### config.mk
export PLATFORM = sky130hd
export DESIGN_NAME = timer_arbiter
export DESIGN_NICKNAME = d
export VERILOG_FILES = /design/src/rtl/timer_arbiter_pkg.sv /design/src/rtl/timer_arbiter_rr_select.sv /design/src/rtl/timer_arbiter.sv
export SDC_FILE = /design/constraint.sdc
export NUM_CORES = 1
export LEC_CHECK = 0
export ABC_AREA = 1
export CORE_MARGIN = 4
export CORE_UTILIZATION = 55
export CTS_BUF_LIST = sky130_fd_sc_hd__clkbuf_2
export CTS_CLUSTER_DIAMETER = 50
export DETAILED_ROUTE_END_ITERATION = 16
export GPL_TIMING_DRIVEN = 0
export HOLD_SLACK_MARGIN = 0.08
export PLACE_DENSITY = 0.86
export SLEW_MARGIN = 0
export SYNTH_ARGS = -nofsm -noshare
export SYNTH_HDL_FRONTEND = slang
export SYNTH_HIERARCHICAL = 1
export SYNTH_SLANG_ARGS = --single-unit
### constraint.sdc
create_clock -name clk -period 6.3 [get_ports clk]
set_clock_uncertainty 0.1 [all_clocks]
set_input_delay 1.26 -clock clk [delete_from_list [all_inputs] [get_ports clk]]
set_output_delay 1.26 -clock clk [all_outputs]
set_load 0.005 [all_outputs]
### src/rtl/timer_arbiter_pkg.sv
// timer_arbiter_pkg: shared FSM state type and default sizing for timer_arbiter.
package timer_arbiter_pkg;
  typedef enum logic [1:0] {IDLE, RUN, DONE} state_e;
  localparam int DEF_N_REQ = 4;
  localparam int DEF_WIDTH = 32;
endpackage

### src/rtl/timer_arbiter_rr_select.sv
// rr_select: picks one requester; round-robin from ptr_i with TIMER_ARBITER_RR_EN, else lowest index wins.
module rr_select #(
  parameter int N_REQ = 4,
  parameter int IW = $clog2(N_REQ)
) (
  input  logic [N_REQ-1:0] req_i,
  input  logic [IW-1:0]    ptr_i,
  output logic [N_REQ-1:0] win_o,
  output logic [IW-1:0]    idx_o
);
  logic found;
  int j;
`ifndef TIMER_ARBITER_RR_EN
  logic unused_ptr;
  assign unused_ptr = ^ptr_i;
`endif
  always_comb begin
    win_o = '0;
    idx_o = '0;
    found = 1'b0;
    j = 0;
    for (int k = 0; k < N_REQ; k++) begin
`ifdef TIMER_ARBITER_RR_EN
      j = (int'(ptr_i) + k) % N_REQ;
`else
      j = k;
`endif
      if (!found && req_i[j]) begin
        found = 1'b1;
        idx_o = IW'(j);
        win_o[j] = 1'b1;
      end
    end
  end
endmodule

### src/rtl/timer_arbiter.sv
// timer_arbiter: N_REQ requesters share one interval counter; one owner counts its period then pulses done.
// Define TIMER_ARBITER_RR_EN for round-robin arbitration; otherwise fixed priority (lowest index wins).
module timer_arbiter
  import timer_arbiter_pkg::*;
#(
  parameter int N_REQ = DEF_N_REQ,
  parameter int WIDTH = DEF_WIDTH
) (
  input  logic                   clk,
  input  logic                   rst,
  input  logic [N_REQ-1:0]       req,
  input  logic [N_REQ*WIDTH-1:0] period,
  output logic [N_REQ-1:0]       gnt,
  output logic [N_REQ-1:0]       done,
  output logic                   busy,
  output logic [WIDTH-1:0]       count
);
  localparam int IW = $clog2(N_REQ);
  state_e state_q, state_d;
  logic [WIDTH-1:0] count_q, count_d, per_q, per_d, slice;
  logic [N_REQ-1:0] gnt_q, gnt_d, done_q, done_d, win;
  logic [IW-1:0] own_q, own_d, ptr, win_idx;
  logic busy_q;
  rr_select #(.N_REQ(N_REQ), .IW(IW)) u_sel (
    .req_i(req),
    .ptr_i(ptr),
    .win_o(win),
    .idx_o(win_idx)
  );
  assign slice = period[win_idx*WIDTH +: WIDTH];
`ifdef TIMER_ARBITER_RR_EN
  logic [IW-1:0] ptr_q;
  always_ff @(posedge clk or posedge rst)
    if (rst) ptr_q <= '0;
    else if (state_q == IDLE && |req) ptr_q <= (win_idx == IW'(N_REQ-1)) ? '0 : win_idx + 1'b1;
  assign ptr = ptr_q;
`else
  assign ptr = '0;
`endif
  always_comb begin
    state_d = state_q;
    count_d = count_q;
    per_d = per_q;
    own_d = own_q;
    gnt_d = gnt_q;
    done_d = '0;
    if (state_q == IDLE) begin
      count_d = '0;
      gnt_d = '0;
      if (|req) begin
        state_d = RUN;
        own_d = win_idx;
        gnt_d = win;
        per_d = (slice == '0) ? WIDTH'(1) : slice;
      end
    end else if (state_q == RUN) begin
      // abort takes precedence over completion: a dropped request never earns a done pulse
      if (!req[own_q]) begin
        state_d = IDLE;
        count_d = '0;
        gnt_d = '0;
      end else if (count_q == per_q - WIDTH'(1)) begin
        state_d = DONE;
        gnt_d = '0;
        done_d = gnt_q;
      end else begin
        count_d = count_q + WIDTH'(1);
      end
    end else begin
      state_d = IDLE;
      count_d = '0;
    end
  end
  always_ff @(posedge clk or posedge rst)
    if (rst) begin
      state_q <= IDLE;
      count_q <= '0;
      per_q <= '0;
      own_q <= '0;
      gnt_q <= '0;
      done_q <= '0;
      busy_q <= 1'b0;
    end else begin
      state_q <= state_d;
      count_q <= count_d;
      per_q <= per_d;
      own_q <= own_d;
      gnt_q <= gnt_d;
      done_q <= done_d;
      busy_q <= (state_d != IDLE);
    end
  assign gnt = gnt_q;
  assign done = done_q;
  assign busy = busy_q;
  assign count = count_q;
endmodule

==> results of run 1 <==
power by group:
| group | total (W) | switching [W] | internal, W | leakage (nW) |
|---|---|---|---|---|
| Sequential | 0.000800 | 0.000182 | 0.000618 | 1.01 |
| Clock | 0.000273 | 0.000184 | 0.0000891 | 0.0642 |
| Combinational | 0.00127 | 0.000807 | 0.000468 | 2.96 |
layer usage:
layer	GRT usage	vias up	part of all wire
li1	-	3792	-
met1	0.491	3637	0.44
met3	0.0828	52	0.099
met4	0.0938	0	0.025
met5	0	-	0
met2	0.516	391	0.44
cells in the final DEF, fill, tap and decap left out, types with 4 or more instances in the layout:
master,count
nor2_2,10
clkbuf_2,9
o22a_1,22
dfrtp_1,77
nand4_1,81
nand3_1,27
a21oi_1,14
a32o_1,10
xnor2_1,22
clkbuf_1,43
nand2_2,6
nand3b_1,9
o21ai_0,87
nor3_1,22
inv_2,10
buf_6,4
nand2_1,283
clkdlybuf4s50_1,174
xor2_1,41
nor2_4,6
inv_1,93
nor2_1,140
flip-flops by register name (all words and copies together) (netlist names):
signal and count:
count 32, per_q 32, done 4, own_q 2
state_q 2, gnt 4, busy 1
how the worst max path moves through the flow:
stage               cells past startpoint        end  startpoint
global route                           12   per_q[0]      req[0]
CTS                                    12   per_q[0]      req[0]
finish                                 12   per_q[0]      req[0]
floorplan                               1       busy         rst
detailed placement                     12   per_q[0]      req[0]
global placement                        2  per_q[21]         rst
critical path: stages:
cell and delay, ns:
clkdlybuf4s50_1 0.48, nor2_1 0.18, nand2_1 0.10, nand2_1 0.17, clkbuf_1 0.35, clkbuf_1 0.44
o21ai_0 0.21, o22a_1 0.32, nand4_1 0.13, nor2_1 0.05, nand4_1 0.13, a31oi_1 0.09
cell type report:
cell class	instances	area (µm²)	area share
multi-input combinational	807	4150	0.473
sequential	77	1930	0.220
timing repair buffer	175	1770	0.202
inverter	104	393	0.0449
buffer	52	233	0.0266
tap	147	184	0.0210
clock inverter	6	63.8	0.00728
clock buffer	9	45.0	0.00514
metrics by stage:
step                 util  hold slack, ns  cell area, µm²  instances
floorplan               -           0.372            6700       1040
global placement    0.721           0.394            8620       1361
detailed placement  0.723           0.382            8650       1362
CTS                 0.732           0.431            8760       1377
global route        0.732           0.461            8760       1377
finish              0.732           0.433            8760       1377
==> impl_results.md, run 1 <==
* H-tree Lvls at 3
* R2r setup slk at 3.37 ns
* P per Cell Area at 268 nW/µm²
* Placeable Area at 12000 µm²
* Hold Crit Start: gnt[2]
* Setup Buffers After CTS at 0
* Die H at 118 µm
* Yosys warnings at 6
* Clk_lat worst skew at 0.56 ns
* DP HPWL at 19300 µm
* Mean number of vias per cell at 5.72
* Clock transition at path regs at 0.22 ns
* # DRC at 0
* WHS Endpoint: gnt[2]
* Total power at 0.00235 W
* Required @ worst endpoint at 6.66 ns
* Hold path cells at 2
* Via count at 7872
* Antenna cell count at 0
* Tcrit/Tclk final at 0.564
* Initial Util at 0.560
* Mapped Avg Cell Area at 6.44 µm²
* CP arrival at 3.91 ns
* Total negative slack at 0 ns
* Starting DRT DRC Count at around 820
* Congestion Overflow GR at 0
* Peak VDD IR at 0.217 mV
* Synth Cell Area at 6700 µm²
* Post-synth net total at roughly 1200
* RR Endpoint: count[9]
* Initial antenna violation count at 0
* Setup crit start kind: input pin
* Launching point of the worst reg2reg path: per_q[0]
* Global Route Usage Sum at 0.343
* Leakage at roughly 4.0 nW
* Period minus WS final at 3.55 ns
* IO Port Bufs at about 170
* Highest Clock Rate at 282 MHz
* Antenna Nets Post-Route at 0
* DR WL/cell at 17.4 µm
* Layout area overhead at 30.8%
* Final setup violation count at 0
* Slew Limit Fails at 0
* CTS root buffer: clkbuf_2
* Global-route wire length before repair at a little under 40000 µm
* Pre-CTS setup slack at 2.22 ns
* Drt first pass iters at 6
* Min-Delay Path Class: reg2reg
* Die area at 14000 µm²
* Die Width at 118 µm
* Post-cts sizing count at 0
* GPL Wtd Cong at around 1.0
* Clock Tree Buf Depth at 2
* Path depth of the worst reg2reg path at 14
* Routed WL at 24000 µm
* Critical path class: in2reg
* # fillers at 1031
* Clock sinks at 77
* Worst slew pin tran at 0.778 ns
* Status: finished clean
* CP Capture Type: flip-flop
* Slew HR at 0.479
* CTS tree: built
* CP Max Fanout at 10
* Max-cap violations at 0
* RSZ-0062 raised after global routing: no
* Share of cells above drive strength 1 at 0.0512
* Hold Vio Cnt, Final at 0
* Cell Rows at 40
* Nets@finish at 1362
* Hold buffers post-CTS at 0
* Total clock buffers created by CTS at 9
* Vias in the first global route at around 7200
* Ports at 175
* Final WS setup at roughly 2.7 ns
* Gate Count Post-Synth at between 1000 and 1500
* Largest net degree at the start of global routing at 52
No activity file was read; power rests on OpenSTA's default activity.
==> run 2: changes to the inputs <==
CORE_UTILIZATION = 46   (was 55)
PLACE_DENSITY = 0.76   (was 0.86)
clock period = 3.1 ns   (was 6.3 ns; I/O delays follow)
==> run 2 against run 1 <==
Die area up 18%. Highest routed layer unchanged. Global-route usage fell by 4.3 points. Flip-flop and latch count unchanged. Utilization decreased by 10 points. Final area up 0.57%. Critical path depth stayed put.
==> impl_results.md, run 2 (synthesis results as in run 1) <==
* Antenna cell count at 0 (unchanged)
* Die Width at 129 µm (+8.7%)
* Final setup violation count at 0 (unchanged)
* Mean number of vias per cell at 5.56 (-2.7%)
* Drt first pass iters at 6 (unchanged)
* CP Max Fanout at 10 (unchanged)
* Global Route Usage Sum at 0.300 (-0.0428)
* Most frequent cells in the layout: 283 x nand2_1, 174 x clkdlybuf4s50_1, 139 x nor2_1, 93 x inv_1, 87 x o21ai_0
* Initial Util at 0.477 (-0.0829)
* Period minus WS final at ~3 ns
* GPL Wtd Cong at 0.983 (-3.5%)
* Congestion Overflow GR at 0 (unchanged)
* Clock sinks at 77 (unchanged)
* Starting DRT DRC Count at 841 (+2.1%)
* Final WS setup at 0.156 ns (-2.59 ns)
* Placeable Area at 14000 µm² (+17%)
* Status: finished clean
* Via count at 7851 (-0.27%)
* Share of cells above drive strength 1 at 0.0536 (+0.00240)
* CP arrival at 3.33 ns (-0.58 ns)
* Ports at 175 (unchanged)
* Peak VDD IR at 0.400 mV (+84%)
* # DRC at 0 (unchanged)
* WP buf/inv at 4 (+1)
* CTS root buffer: clkbuf_2
* Slew Limit Fails at 0 (unchanged)
* Slew HR at 0.518 (+0.0392)
* Clock Tree Buf Depth at 2 (unchanged)
* Slowest stage delay, CP at 0.49 ns (about the same)
* Critical path, cell by cell: clkdlybuf4s50_1 > nor2_1 > o21ai_1 > inv_1 > inv_1 > clkbuf_1 > a21oi_1 > a32o_1 > nand4_1 > nor2_1 > nand4_1 > a31oi_1
* Critical path class: in2reg
* Clk_lat worst skew at 0.57 ns (about the same)
* Total power at 0.00479 W (+100%)
* Max-cap violations at 0 (unchanged)
* IO Port Bufs at 174 (unchanged)
* Largest net degree at the start of global routing at 51 (-1.9%)
* Minimum hold slack at 0.255 ns (-0.178 ns)
* H-tree Lvls at 3 (unchanged)
* Family with the most delay on the worst path: buffers and inverters
* Initial antenna violation count at 0 (unchanged)
* P per Cell Area at 544 nW/µm² (+100%)
* Routed WL at 24700 µm (+2.8%)
* Nets@finish at 1362 (unchanged)
* CTS tree: built
* RSZ-0062 raised after global routing: no
* Worst slew pin tran at 0.720 ns (-0.0586 ns)
* CP Capture Type: flip-flop
* DP HPWL at 20000 µm (+3.6%)
* Setup Buffers After CTS at 0 (unchanged)
* Most common cell after layout, fill and taps aside: nand2_1
* Required @ worst endpoint at 3.48 ns (-3.18 ns)
* Die H at 129 µm (+8.7%)
* Crit path max-delay cell type: clkdlybuf4s50_1
* Min-Delay Path Class: in2async
* Vias in the first global route at 7131 (-0.90%)
* Total clock buffers created by CTS at 9 (unchanged)
* Layout area overhead at 31.6%
* # fillers at 1343 (+30%)
* Die area at 16500 µm² (+18%)
* DR WL/cell at 17.5 µm (+0.29%)
* Global-route wire length before repair at 39100 µm (+1.6%)
* Antenna Nets Post-Route at 0 (unchanged)
* Tcrit/Tclk final at 0.950
* Pre-CTS setup slack at -0.395 ns (-2.62 ns)
* Hold Vio Cnt, Final at 0 (unchanged)
* Leakage at 4.04 nW (+0.20%)
* Highest Clock Rate at roughly 340 MHz
* Final core utilization at 0.627 (-0.105)
* Setup crit start kind: input pin
* Hold buffers post-CTS at 0 (unchanged)
* Clock transition at path regs at 0.24 ns (+0.02 ns)
* Cell Rows at 43 (+7.5%)
-- run 2: changes by cell type in the layout (fill, tap and decap cells not counted) --
cell,before,now
nor2_1,140,139
clkinv_1,0,1
nor2_2,10,11
clkbuf_2,9,12
clkinv_2,2,1
clkbuf_1,43,41
-- run 2: worst register-to-register path, delay by kind of cell, from the launching register on --
family	cells	cell delay, ns
fa+ha+maj	1	0.19
buf+inv	2	0.35
flops	1	0.48
simple gates	11	1.68
-- run 2: metal layers --
metal / track usage / routed length [µm]
met1: 0.454 / 11200
met5: 0 / 0
met2: 0.456 / 11100
met4: 0.0655 / 481
met3: 0.0403 / 1870
-- run 2: where the power goes --
part	internal (W)	switching [W]
Clock	0.000188	0.000378
Sequential	0.00126	0.000379
Combinational	0.000950	0.00164
Total	0.00239	0.00240
-- run 2: final cells by class --
| type | count | area (µm²) | area share |
|---|---|---|---|
| clock inverter | 6 | 62.6 | 0.00710 |
| timing repair buffer | 175 | 1770 | 0.201 |
| tap | 180 | 225 | 0.0256 |
| buffer | 52 | 235 | 0.0267 |
| inverter | 104 | 393 | 0.0446 |
| clock buffer | 10 | 50.0 | 0.00568 |
| multi-input combinational | 807 | 4150 | 0.471 |
| sequential | 77 | 1930 | 0.219 |
-- run 2: path summary, 6_finish.rpt --
path,start,to,slack (ns),cells past startpoint
setup / recovery,req[0],per_q[0],0.16,12
hold / removal,rst,count[12],0.26,2
setup reg to reg,per_q[0],count[7],0.24,14
hold reg to reg,gnt[0],done[0],0.42,2
max in group asynchronous,rst,per_q[29],2.04,3
min in group clk,gnt[0],done[0],0.42,2
-- run 2: repair_timing --
action                                 in CTS  in global routing
setup endpoints to repair                   0                 24
gates resized for setup                     0                  5
endpoints found under the hold margin       0                  0
-- run 2: metrics by stage --
stage	cell area, µm²	setup TNS, ns	std cells
2_1_floorplan	6700	0	1040
3_3_place_gp	8660	-64.92	1394
3_5_place_dp	8690	-1.28	1395
4_1_cts	8800	0	1411
5_1_grt	8810	0	1411
6_report	8810	0	1411
==> run 3: changes to the inputs <==
CTS_BUF_LIST = sky130_fd_sc_hd__clkbuf_8   (was sky130_fd_sc_hd__clkbuf_2)
TNS_END_PERCENT = 1   (was not set)
==> run 3 against run 2 <==
Flip-flop and latch count unchanged. Sequential power about the same. Critical path type unchanged. Sequential share of layout area fell by 0.24 points. Utilization rose by 0.69 points. First-iteration DRC count grew 19%. Final cell count unchanged. Register-to-register slack got worse by 0.02 ns. Fmax rose by 0.18%. Via count fell by 1.1%. Combinational power about the same. Power grew 4.9%. Setup slack improved by 0.0053 ns.
==> impl_results.md, run 3 (synthesis results as in run 1) <==
* Status: finished clean
* Hold Vio Cnt, Final at 0 (unchanged)
* Antenna cell count at 0 (unchanged)
* Antenna Nets Post-Route at 0 (unchanged)
* Layout area overhead at 33.0%
* Most frequent cells in the layout: 283 x nand2_1, 174 x clkdlybuf4s50_1, 139 x nor2_1, 94 x inv_1, 87 x o21ai_0
* CTS root buffer: clkbuf_8
* Ports at 175 (unchanged)
* Highest Clock Rate at 340 MHz (+0.18%)
* RSZ-0062 raised after global routing: no
* Leakage at 4.10 nW (+1.4%)
* Final setup violation count at 0 (unchanged)
* CP Capture Type: flip-flop
* Placeable Area at 14000 µm² (unchanged)
* DR WL/cell at 17.5 µm (about the same)
* Slew HR at 0.540 (+0.0213)
* DP HPWL at 20000 µm (unchanged)
* CP Max Fanout at 10 (unchanged)
* Die Width at 129 µm (unchanged)
* Pre-CTS setup slack at -0.395 ns (unchanged)
* Setup crit start kind: input pin
* CP arrival at 3.13 ns (-0.20 ns)
* Die H at 129 µm (unchanged)
* Design Area, Final at 8910 µm² (+1.1%)
* Share of cells above drive strength 1 at 0.0593 (+0.00569)
* # DRC at 0 (unchanged)
* Total clock buffers created by CTS at 9 (unchanged)
* Max-cap violations at 0 (unchanged)
* Tcrit/Tclk final at 0.948 (-0.00170)
* Starting DRT DRC Count at 1004 (+19%)
* Routed WL at 24700 µm (about the same)
* H-tree Lvls at 3 (unchanged)
* Initial antenna violation count at 0 (unchanged)
* Clk_lat worst skew at 0.38 ns (-0.19 ns)
* Congestion Overflow GR at 0 (unchanged)
* Required @ worst endpoint at 3.29 ns (-0.19 ns)
* Vias in the first global route at 7194 (+0.88%)
* GPL Wtd Cong at 0.983 (unchanged)
* Period minus WS final at 2.94 ns (-0.00526 ns)
* Final WS setup at 0.161 ns (+0.00526 ns)
* Most common cell after layout, fill and taps aside: nand2_1
* Critical path class: in2reg
* Slew Limit Fails at 0 (unchanged)
* Clock Tree Buf Depth at 2 (unchanged)
* P per Cell Area at 564 nW/µm² (+3.7%)
* Die area at 16500 µm² (unchanged)
* IO Port Bufs at 174 (unchanged)
* Largest net degree at the start of global routing at 51 (unchanged)
* Min-Delay Path Class: reg2reg
* Global-route wire length before repair at 39200 µm (+0.32%)
* Post-DP Area at 8690 µm² (unchanged)
* Initial Util at 0.477 (unchanged)
* Clock sinks at 77 (unchanged)
* Global Route Usage Sum at 0.301 (+0.000783)
* Peak VDD IR at 0.432 mV (+8.1%)
* Clock transition at path regs at 0.09 ns (-0.15 ns)
* CTS tree: built
* Cell Rows at 43 (unchanged)
* Worst slew pin tran at 0.688 ns (-0.0319 ns)
* Mean number of vias per cell at 5.50 (-1.1%)
* Nets@finish at 1362 (unchanged)
* Drt first pass iters at 5 (-1)
* Via count at 7763 (-1.1%)
-- run 3: cell count changes in the layout (fill, tap and decap cells not counted), sizes merged --
cell / change
buf: +1
clkbuf: -1
inv: +1
clkinv: -1
-- run 3: power by group --
part | leakage [nW] | internal, W | switching, W
registers | 1.01 | 0.00126 | 0.000372
clock network | 0.100 | 0.000393 | 0.000409
logic | 2.99 | 0.000952 | 0.00164
-- run 3: critical path: stages --
cell             delay, ns
clkdlybuf4s50_1       0.49
nor2_1                0.20
o21ai_1               0.11
inv_1                 0.22
inv_1                 0.17
clkbuf_1              0.28
a21oi_1               0.32
a32o_1                0.23
nand4_1               0.11
nor2_1                0.11
nand4_1               0.12
a31oi_1               0.14
-- run 3: final cells by class --
cell class / instances / area (µm²)
Clock buffer: 10 / 138
Multi-Input combinational cell: 807 / 4150
Buffer: 52 / 243
Tap cell: 180 / 225
Clock inverter: 6 / 62.6
Sequential cell: 77 / 1930
Fill cell: 1323 / 5140
Inverter: 104 / 393
Timing Repair Buffer: 175 / 1770
-- run 3: timing repair --
action / 4_1_cts / 5_1_grt
setup buffers: 0 / 0
hold buffers: 0 / 0
resized for setup: 1 / 17
setup endpoints to repair: 1 / 29
-- run 3: stage by stage --
| step | instances | utilization | power, W | hold slack, ns | TNS [ns] |
|---|---|---|---|---|---|
| 6_report | 1411 | 0.634 | 0.00503 | 0.418 | 0 |
| 5_1_grt | 1411 | 0.634 | 0.00547 | 0.471 | 0 |
| 4_1_cts | 1411 | 0.633 | 0.00499 | 0.420 | 0 |
| 3_5_place_dp | 1395 | 0.619 | 0.00418 | 0.401 | -1.28 |
| 3_3_place_gp | 1394 | 0.617 | 0.00413 | 0.397 | -64.92 |
| 2_1_floorplan | 1040 | - | 0.00334 | 0.372 | 0 |
-- run 3: final timing paths --
path	start	endpoint	slack, ns	cells after the start
setup / recovery	req[0]	per_q[0]	0.16	12
hold / removal	gnt[0]	done[0]	0.42	2
setup reg to reg	per_q[0]	count[6]	0.22	14
hold reg to reg	gnt[0]	done[0]	0.42	2
max in group asynchronous	rst	per_q[12]	1.82	3
min in group asynchronous	rst	count[28]	0.49	2
-- run 3: routing by layer --
| layer | up-vias | wire length, µm | GRT usage | part of all wire |
|---|---|---|---|---|
| met5 | - | 0 | 0 | 0 |
| li1 | 3791 | - | - | - |
| met4 | 0 | 431 | 0.0673 | 0.017 |
| met2 | 336 | 11200 | 0.457 | 0.45 |
| met1 | 3602 | 11300 | 0.455 | 0.46 |
| met3 | 34 | 1810 | 0.0403 | 0.073 |
